## config.mk

```make
export PLATFORM = sky130hd
export DESIGN_NAME = nibble_bank_writer_flat
export DESIGN_NICKNAME = d
export VERILOG_FILES = /design/src/rtl/nibble_bank_pkg.sv /design/src/rtl/nibble_bank_writer_if.sv /design/src/rtl/nibble_bank_ctrl.sv /design/src/rtl/nibble_bank_writer.sv /design/src/flat_wrapper.sv
export SDC_FILE = /design/constraint.sdc
export NUM_CORES = 2
export LEC_CHECK = 0
export CAP_MARGIN = 20
export CORE_AREA = 5 5 407 409
export CTS_BUF_LIST = sky130_fd_sc_hd__clkbuf_4
export DETAILED_ROUTE_END_ITERATION = 7
export DIE_AREA = 0 0 412 414
export GPL_TIMING_DRIVEN = 0
export HOLD_SLACK_MARGIN = 0.02
export SKIP_CTS_REPAIR_TIMING = 1
export SYNTH_ARGS = -nofsm -noshare
export SYNTH_HDL_FRONTEND = slang
export SYNTH_SLANG_ARGS = --single-unit
export TNS_END_PERCENT = 20
```

## constraint.sdc

```tcl
create_clock -name clk -period 3.4 [get_ports clk]
set_clock_uncertainty 0.05 [all_clocks]
set_input_delay 0.68 -clock clk [delete_from_list [all_inputs] [get_ports clk]]
set_output_delay 0.68 -clock clk [all_outputs]
set_load 0.005 [all_outputs]
```

## src/rtl/nibble_bank_pkg.sv

```systemverilog
// Shared sizes and FSM encoding for the nibble bank writer.
package nibble_bank_pkg;

    localparam int DEPTH = 256;                    // nibble slots
    localparam int W     = 4;                      // bits per slot
    localparam int AW    = 8;                      // slot address width
    localparam int BW    = $clog2(DEPTH * W);      // bit index width into the bank

    typedef enum logic [1:0] {
        IDLE = 2'd0,
        FILL = 2'd1,
        DONE = 2'd2
    } state_t;

endpackage

```

## src/rtl/nibble_bank_writer_if.sv

```systemverilog
// Nibble stream handshake between a producer and the bank writer.
interface nibble_bank_writer_if;
    import nibble_bank_pkg::*;

    logic         in_valid;
    logic [W-1:0] in_data;
    logic         in_ready;

    modport master (output in_valid, output in_data, input in_ready);
    modport slave  (input in_valid, input in_data, output in_ready);

endinterface

```

## src/rtl/nibble_bank_ctrl.sv

```systemverilog
// Frame sequencer: FSM, write pointer and remaining-beat counter.
module nibble_bank_ctrl
    import nibble_bank_pkg::*;
(
    input  logic          clk,
    input  logic          rst_n,
    input  logic          start,
    input  logic [AW-1:0] base_addr,
    input  logic [AW:0]   len,
    input  logic          clear,
    input  logic          in_valid,
    output logic          in_ready,
    output logic          busy,
    output logic          done,
    output logic          wr_en,
    output logic          clr_en,
    output logic [AW-1:0] wr_ptr
);

    state_t        state_q, state_d;
    logic [AW-1:0] ptr_q, ptr_d;
    logic [AW:0]   rem_q, rem_d;

    // Status outputs come straight from the registered state.
    assign in_ready = (state_q == FILL);
    assign busy     = (state_q == FILL);
    assign done     = (state_q == DONE);
    assign wr_ptr   = ptr_q;

    // Write strobe for the bank; clear only takes effect while idle.
    assign wr_en  = (state_q == FILL) && in_valid;
    assign clr_en = (state_q == IDLE) && clear;

    // State, pointer and counter registers.
    always_ff @(posedge clk) begin
        if (!rst_n) begin
            state_q <= IDLE;
            ptr_q   <= '0;
            rem_q   <= '0;
        end else begin
            state_q <= state_d;
            ptr_q   <= ptr_d;
            rem_q   <= rem_d;
        end
    end

    // Next-state logic; start and clear are only looked at in IDLE.
    always_comb begin
        state_d = state_q;
        ptr_d   = ptr_q;
        rem_d   = rem_q;
        case (state_q)
            IDLE: begin
                if (!clear && start) begin
                    if (len != '0) begin
                        ptr_d   = base_addr;
                        rem_d   = len;
                        state_d = FILL;
                    end else begin
                        // empty frame: go straight to the done pulse
                        state_d = DONE;
                    end
                end
            end
            FILL: begin
                if (in_valid) begin
                    // pointer wraps naturally at DEPTH since it is AW bits
                    ptr_d = ptr_q + AW'(1);
                    rem_d = rem_q - (AW+1)'(1);
                    if (rem_q == (AW+1)'(1)) state_d = DONE;
                end
            end
            DONE:    state_d = IDLE;
            default: state_d = IDLE;
        endcase
    end

endmodule

```

## src/rtl/nibble_bank_writer.sv

```systemverilog
// Packed 256 x 4-bit register bank filled from a nibble stream.
module nibble_bank_writer
    import nibble_bank_pkg::*;
(
    input  logic                 clk,
    input  logic                 rst_n,
    input  logic                 start,
    input  logic [AW-1:0]        base_addr,
    input  logic [AW:0]          len,
    input  logic                 clear,
    nibble_bank_writer_if.slave  in_if,
    output logic [AW-1:0]        wr_ptr,
    output logic                 busy,
    output logic                 done,
    output logic [DEPTH*W-1:0]   D_out
);

    logic [DEPTH*W-1:0] bank_q;
    logic               wr_en;
    logic               clr_en;
    logic [BW-1:0]      bit_idx;

    nibble_bank_ctrl u_ctrl (
        .clk       (clk),
        .rst_n     (rst_n),
        .start     (start),
        .base_addr (base_addr),
        .len       (len),
        .clear     (clear),
        .in_valid  (in_if.in_valid),
        .in_ready  (in_if.in_ready),
        .busy      (busy),
        .done      (done),
        .wr_en     (wr_en),
        .clr_en    (clr_en),
        .wr_ptr    (wr_ptr)
    );

    assign bit_idx = BW'(wr_ptr) * BW'(W);
    assign D_out   = bank_q;

    // Bank storage: one slot written per accepted beat, whole bank cleared on request.
    always_ff @(posedge clk) begin
        if (!rst_n) begin
            bank_q <= '0;
        end else if (clr_en) begin
            bank_q <= '0;
        end else if (wr_en) begin
            bank_q[bit_idx +: W] <= in_if.in_data;
        end
    end

endmodule

```

## src/flat_wrapper.sv

```systemverilog
// flat-port wrapper written by rule: the top's interface ports become plain ports
module nibble_bank_writer_flat import nibble_bank_pkg::*;
  (clk, rst_n, start, base_addr, len, clear, wr_ptr, busy, done, D_out, in_if_in_valid, in_if_in_data, in_if_in_ready);
  nibble_bank_writer_if in_if_i ();
  input  logic clk;
  input  logic rst_n;
  input  logic start;
  input  logic [AW-1:0] base_addr;
  input  logic [AW:0] len;
  input  logic clear;
  output logic [AW-1:0] wr_ptr;
  output logic busy;
  output logic done;
  output logic [DEPTH*W-1:0] D_out;
  input wire logic [$bits(in_if_i.in_valid)-1:0] in_if_in_valid;
  input wire logic [$bits(in_if_i.in_data)-1:0] in_if_in_data;
  output wire logic [$bits(in_if_i.in_ready)-1:0] in_if_in_ready;
  assign in_if_i.in_valid = in_if_in_valid;
  assign in_if_i.in_data = in_if_in_data;
  assign in_if_in_ready = in_if_i.in_ready;
  nibble_bank_writer u_core (.clk(clk), .rst_n(rst_n), .start(start), .base_addr(base_addr), .len(len), .clear(clear), .in_if(in_if_i), .wr_ptr(wr_ptr), .busy(busy), .done(done), .D_out(D_out));
endmodule
```

-- After elaboration in Yosys (flattened, before gate mapping)
Cells that the tools add are included.
- register bits: 1043
- input port bits: 26
- $add $sub $neg: 3
- equal/unequal tests: 7
- shifts and indexed selects: 2
- mux-type cells: 14
- bitwise logic cells: 1
- reduce and logical (&&, ||, !) cells: 10
- operators with widths (operator ; count):
    1024-bit bitwise mux ; 1
    4-bit by 12-bit variable shift with 1024-bit output, first input constant ; 1
    4-bit by 12-bit indexed part select with 1024-bit output ; 1
    9-bit two-way mux ; 3
    8-bit two-way mux ; 3
    9-bit case mux with 2 select lines ; 1
    8-bit case mux with 2 select lines ; 1
    10-bit negator with 12-bit output ; 1
    9-bit by 1-bit equality test with 1-bit output, second input constant ; 1
    9-bit nonzero test ; 1
    9-bit by 1-bit subtractor with 9-bit output, second input constant ; 1
    8-bit by 1-bit adder with 8-bit output, second input constant ; 1
    2-bit two-way mux ; 4
    2-bit by 1-bit inequality test with 1-bit output, second input constant ; 4
    2-bit case mux with 2 select lines ; 1
    4-bit AND reduction ; 1
    1-bit logical AND ; 3
    3-bit AND reduction ; 1
    2-bit by 1-bit equality test with 1-bit output, second input constant ; 1
    2-bit equality test, second input constant ; 1
    2-bit zero test ; 1
    2-bit nonzero test ; 1
    2-bit OR reduction ; 1
    1-bit zero test ; 1
    1-bit NOT ; 1

-- Depth between registers and ports, before layout
- word-level depth: 4
- mapped depth: 14
- gate-level depth less buffers: 8

-- By module
A second synthesis with hierarchy kept.
- cell total of the unflattened synthesis: 4460
- area, all modules: 39724.3 um2
- modules (own cells, without submodules) (module ; times used ; cells an instance ; area each (um2) ; seq. area each (um2)):
    nibble_bank_writer ; 1 ; 4298 ; 38486.9 ; 20499.7
    nibble_bank_ctrl ; 1 ; 162 ; 1237.4 ; 380.4

-- Least setup slack after synthesis
No wires, ideal clock.
- path type: flip-flop to flip-flop
- from: register u_core.u_ctrl.ptr_q[0], in the netlist u_core.u_ctrl.wr_ptr[0]
- to: register u_core.bank_q[713], in the netlist u_core.D_out[713]
- arrival time: 3.140 ns
- required time: 3.218 ns
- path slack: 0.078 ns
- cell stages (with the launch flop): 12
- buffers on the path: 3
- period minus slack after synthesis: 3.322 ns
- cell sequence: dfxtp_1 > clkbuf_1 > inv_1 > ha_1 > clkbuf_1 > xnor2_1 > o311ai_1 > nand3b_1 > buf_2 > or4b_1 > nand2_1 > a21oi_1
- word-level cells in the longest chain between the ends: 3
- elaborated cells on any way between the ends: 4
- those cells by class: add/sub (1); shift (2); mux (1)
- ends and longest elaborated chain (element ; line ; source):
    start, declared ; nibble_bank_ctrl.sv:21 ; logic [AW-1:0] ptr_q, ptr_d;
    start signal, assigned ; nibble_bank_ctrl.sv:42 ; ptr_q <= ptr_d;
    10-bit negator with 12-bit output * ; nibble_bank_writer.sv:49 ; bank_q[bit_idx +: W] <= in_if.in_data;
    4-bit by 12-bit indexed part select with 1024-bit output / 4-bit by 12-bit variable shift with 1024-bit output (equally long branches) ; nibble_bank_writer.sv:49 ;
    1024-bit bitwise mux * ; nibble_bank_writer.sv:49 ;
    end signal, assigned by index ; nibble_bank_writer.sv:49 ;
    end, declared ; nibble_bank_writer.sv:18 ; logic [DEPTH*W-1:0] bank_q;
Every way passes the cells marked *; elsewhere a longest branch is shown, timed or not.
A chain may end at the register's enable or synchronous reset.

-- Worst setup path after layout
- from: register u_core.u_ctrl.state_q[0]
- to: register u_core.bank_q[204], in the netlist u_core.D_out[204]
- word-level cells in the longest chain between the ends: 3
- elaborated cells on any way between the ends: 5
- those cells by class: eq/ne (1); reduce/logical (4)
- ends and longest elaborated chain (element ; line ; source):
    start, declared ; nibble_bank_ctrl.sv:20 ; state_t state_q, state_d;
    start signal, assigned ; nibble_bank_ctrl.sv:41 ; state_q <= state_d;
    2-bit zero test ; nibble_bank_ctrl.sv:32 ; assign clr_en = (state_q == IDLE) && clear;
    1-bit logical AND ; nibble_bank_ctrl.sv:32 ;
    2-bit OR reduction (no line) ; n/a ;
Several ways; a longest one is shown, not always the timed one.

==> summary.md <==
| Metric | Value |
|---|---|
| Placed wire-length estimate | between 200,000 and 250,000 um |
| CP arrival | approximately 4.7 ns |
| Multiplexer share of the synthesized area | between 10% and 20% |
| Synth warn | 0 |
| Post-synthesis sequential area ratio | about 52% |
| Worst relative slew slack | around an eighth |
| Syn nets | ~4,600 |
| Worst r2r src | u_core.u_ctrl.state_q[0] |
| Worst Tran Pin Value | ~1.3 ns |
| First-pass GRT wire length | about 350,000 um |
| Slew Limit Fails | 0 |
| Largest net degree at the start of global routing | 17 |
| Worst reg2reg path depth | 8 |
| Multi-input gate area | approximately 0.019 sq mm |
| Hold depth | 4 |
| Dpl ws | -2.28 ns |
| Cts bufs inserted | about 300 |
| Core area | around 0.16 sq mm |
| Num Clock Sinks | 1,043 |
| Clk Latency, worst-skew pair | approximately 1.3 ns |
| Input/output buffers | 1,060 |
| Chip Width | 412 um |
| First drt pass iteration count | 8 |
| Layout area overhead | 50.7% |
| RSZ-0062 raised after global routing | true |
| Internal Power | approximately 19,000 uW |
| Clock Pin Slew Worst Setup and Hold Paths | about 0.07 ns |
| Startpoint types | flop |
| Post-DRT Antenna Nets | 0 |
| Crit path time final | approximately 3.6 ns |
| P_leak | 0.0227 uW |
| Max rail drop VDD | about 0.32 mV |
| Overall routed net length | 268,000 um |
| Synth Cell Area | approximately 0.04 sq mm |
| Unique masters post-synth | between 70 and 80 |
| Sequential share of power | 44.5% |
| CP Capture Type | flop |
| Number of synthesized register bits | ~1,000 |
| Tcrit/Tclk final | 107% |
| Max Cap Viol | 0 |
| Die ar. | 0.171 sq mm |
| FFs w/ async S/R, synth | 0% |
| Final worst slack | -0.239 ns |
| Largest family of logic cells by synthesized area | simple AND/OR/NAND/NOR gates |
| Initial Util | between 20% and 30% |
| First-iteration detailed-routing DRC count | 4,274 |
| Crit path required time | approximately 4.5 ns |
| Failing checks | negative setup slack |
| Post-synthesis xor/xnor area fraction | less than 1% |
| Clock share of power | between 40% and 50% |
| Max incr delay on CP | roughly 0.71 ns |
| Maximum clock rate | ~0.27 GHz |
| Final setup vio count | 149 |
| Logic gate share of total power | around an eighth |
| Via/cell ratio | about 5.2 |
| DR vias | about 44,000 |
| Gpl congestion | 0.966 |
| Worst-path cell chain | nor2_1 > nand2_1 > nand2_1 > clkbuf_1 > buf_8 > clkbuf_1 > clkbuf_1 > nor2_1 |
| Psw | ~8500 uW |
| DRC viols | 0 |
| CP dominant cell by count | clkbuf_1 |
| Post-synthesis adder-cell area fraction | less than 1% |
| Root Driver | clkbuf_4 |
| Simple-Gate Fraction of Synth Area | around 22% |
| Reg area | ~0.021 sq mm |
| Worst Hold Class | input pin to flop |
| Post-Route Setup TNS | -7.62 ns |
| Average cell area after synthesis | about 8.7 sq um |
| WL/cell | about 32 um |
| Max clock buf depth | 4 |
| # rows | approximately 150 |
| CTS tree | built |
| Crit path launch | u_core.u_ctrl.state_q[0] |
| Number of synthesized flops with an enable pin | 0 |
| Primary FF master, synth | dfxtp_1 |
| Status | complete, but fails checks |
| Fin. Hold Viols | 0 |
| H-tree levels | 5 |
| Setup CP Type | flop to flop |
| Share of layout cells above drive strength 1 | roughly 16% |
| Count of nets after finishing | 6,123 |
| Fill count | around 17,000 |
| Switching share of power | 30.9% |
| IO Count | 1,061 |
| Critical-path top delay cell | clkbuf_1 |
| Synthesized instance count | around 4,600 |
| Reg2Reg Setup Slack | -0.24 ns |
| GRT Overall Usage | between 20% and 30% |
| Pwr/cell area | between 400 and 500 mW/mm^2 |
| GRT overflow | 0 |
| HP Start | len[3] |
| Compound-Gate Fraction of Synth Area | 11.4% |
| Worst-path maximum fanout | 10 |
| Via count of the first global-routing pass | between 40,000 and 50,000 |
| Initial antenna violation count | 19 |
| Die height | 414 um |
## registers in the layout, summed over array words and instances, names as in the netlist
register               cells
u_core.u_ctrl.rem_q        9
u_core.D_out            1024
u_core.u_ctrl.wr_ptr       8
u_core.u_ctrl.state_q      2
## placed cells by master (no fill, tap or decap), types with 34 or more instances in the layout
master,instances
nand2_1,732
clkinv_1,37
mux2i_1,408
nor3_1,37
a21oi_1,268
clkbuf_1,169
nand4_1,110
nand3_1,373
nor3_2,41
buf_4,88
dfxtp_1,1040
clkdlybuf4s50_1,1060
nand3_2,35
a32o_1,34
nor2_1,378
buf_8,37
clkbuf_2,67
clkbuf_4,477
o21ai_0,377
## synthesized netlist by cell type, types with 7 or more instances
| cell type | n | area share [%] |
|---|---|---|
| dfxtp_1 | 1043 | 52 |
| o21ai_1 | 11 | 0.14 |
| or3_1 | 29 | 0.45 |
| buf_1 | 34 | 0.32 |
| nor4_2 | 13 | 0.41 |
| nand4_1 | 110 | 1.7 |
| and3_1 | 17 | 0.27 |
| o211ai_1 | 19 | 0.36 |
| o31ai_1 | 7 | 0.13 |
| a21oi_1 | 275 | 3.4 |
| o22ai_1 | 9 | 0.14 |
| o21a_1 | 9 | 0.17 |
| mux2i_1 | 408 | 10 |
| buf_2 | 50 | 0.63 |
| clkbuf_1 | 269 | 2.5 |
| nor4_1 | 17 | 0.27 |
| and2_1 | 21 | 0.33 |
| a31oi_1 | 9 | 0.14 |
| nand2b_1 | 7 | 0.11 |
| nor3_1 | 73 | 0.91 |
| or4_1 | 7 | 0.13 |
| a22o_1 | 17 | 0.37 |
| nand3_1 | 413 | 5.2 |
| nor3_2 | 26 | 0.65 |
| inv_1 | 12 | 0.11 |
| nand2_1 | 761 | 7.1 |
| nor2_1 | 423 | 4.0 |
| a32o_1 | 34 | 0.85 |
| o21ai_0 | 380 | 4.8 |
## layout make-up
type	instances	area share, %
sequential	1043	34.6
multi-input combinational	3183	31.7
timing repair buffer	1193	20.0
clock buffer	435	5.42
tap	2175	4.51
buffer	351	3.03
clock inverter	54	0.502
inverter	14	0.106
antenna	20	0.0830
## metal layers
metal	routed length (um)	vias to the layer above	GRT usage, %	part of all wire [%]
met1	100000	21100	33.9	37
li1	-	19200	-	-
met5	0	-	0	0
met4	18000	0	17.3	6.7
met3	28100	649	10.5	10
met2	122000	2756	48.2	45
## path summary, 6_finish.rpt
check                                 to
setup / recovery       u_core.D_out[204]
hold / removal    u_core.u_ctrl.rem_q[3]
setup reg to reg       u_core.D_out[204]
hold reg to reg        u_core.D_out[684]
## kinds of logic (layout without fill, tap and decap cells)
| logic type | count (synthesis) | after routing |
|---|---|---|
| AOI/OAI and AO/OA | 807 | 807 |
| xor gates and xnor gates | 4 | 5 |
| adders and majority gates | 6 | 6 |
| buffers and inverters | 369 | 2047 |
| DFF | 1043 | 1043 |
| muxes | 408 | 408 |
| other | 0 | 20 |
| and+or+nand+nor | 1957 | 1957 |
## power groups by stage
stage | clock network (uW) | logic (uW) | registers [uW]
2_1_floorplan | 0 | 1210 | 12500
3_3_place_gp | 0 | 2770 | 12500
3_5_place_dp | 0 | 2940 | 12500
4_1_cts | 11800 | 2950 | 12300
5_1_grt | 12500 | 3600 | 12300
6_report | 11700 | 3560 | 12300
## worst max-delay path, delay by kind of cell (launching register included)
kind                   cells  cell delay (ns)
flip-flops                 1             0.36
buffers and inverters      4             2.10
AND/OR/NAND/NOR            4             0.88
## through the flow
stage | cell area (sq um) | util, % | total power, uW | cells | hold slack (ns)
after detailed placement | 54200 | 33.5 | 15500 | 7889 | 0.394
after floorplan | 40000 | - | 13700 | 4594 | 0.398
after global placement | 53300 | 33.0 | 15300 | 7829 | 0.388
final | 60300 | 37.3 | 27600 | 8468 | 0.102
after CTS | 57800 | 35.7 | 27100 | 8378 | -0.0715
after global routing | 60300 | 37.3 | 28400 | 8458 | 0.0621
(Power assumes the default switching activity.)
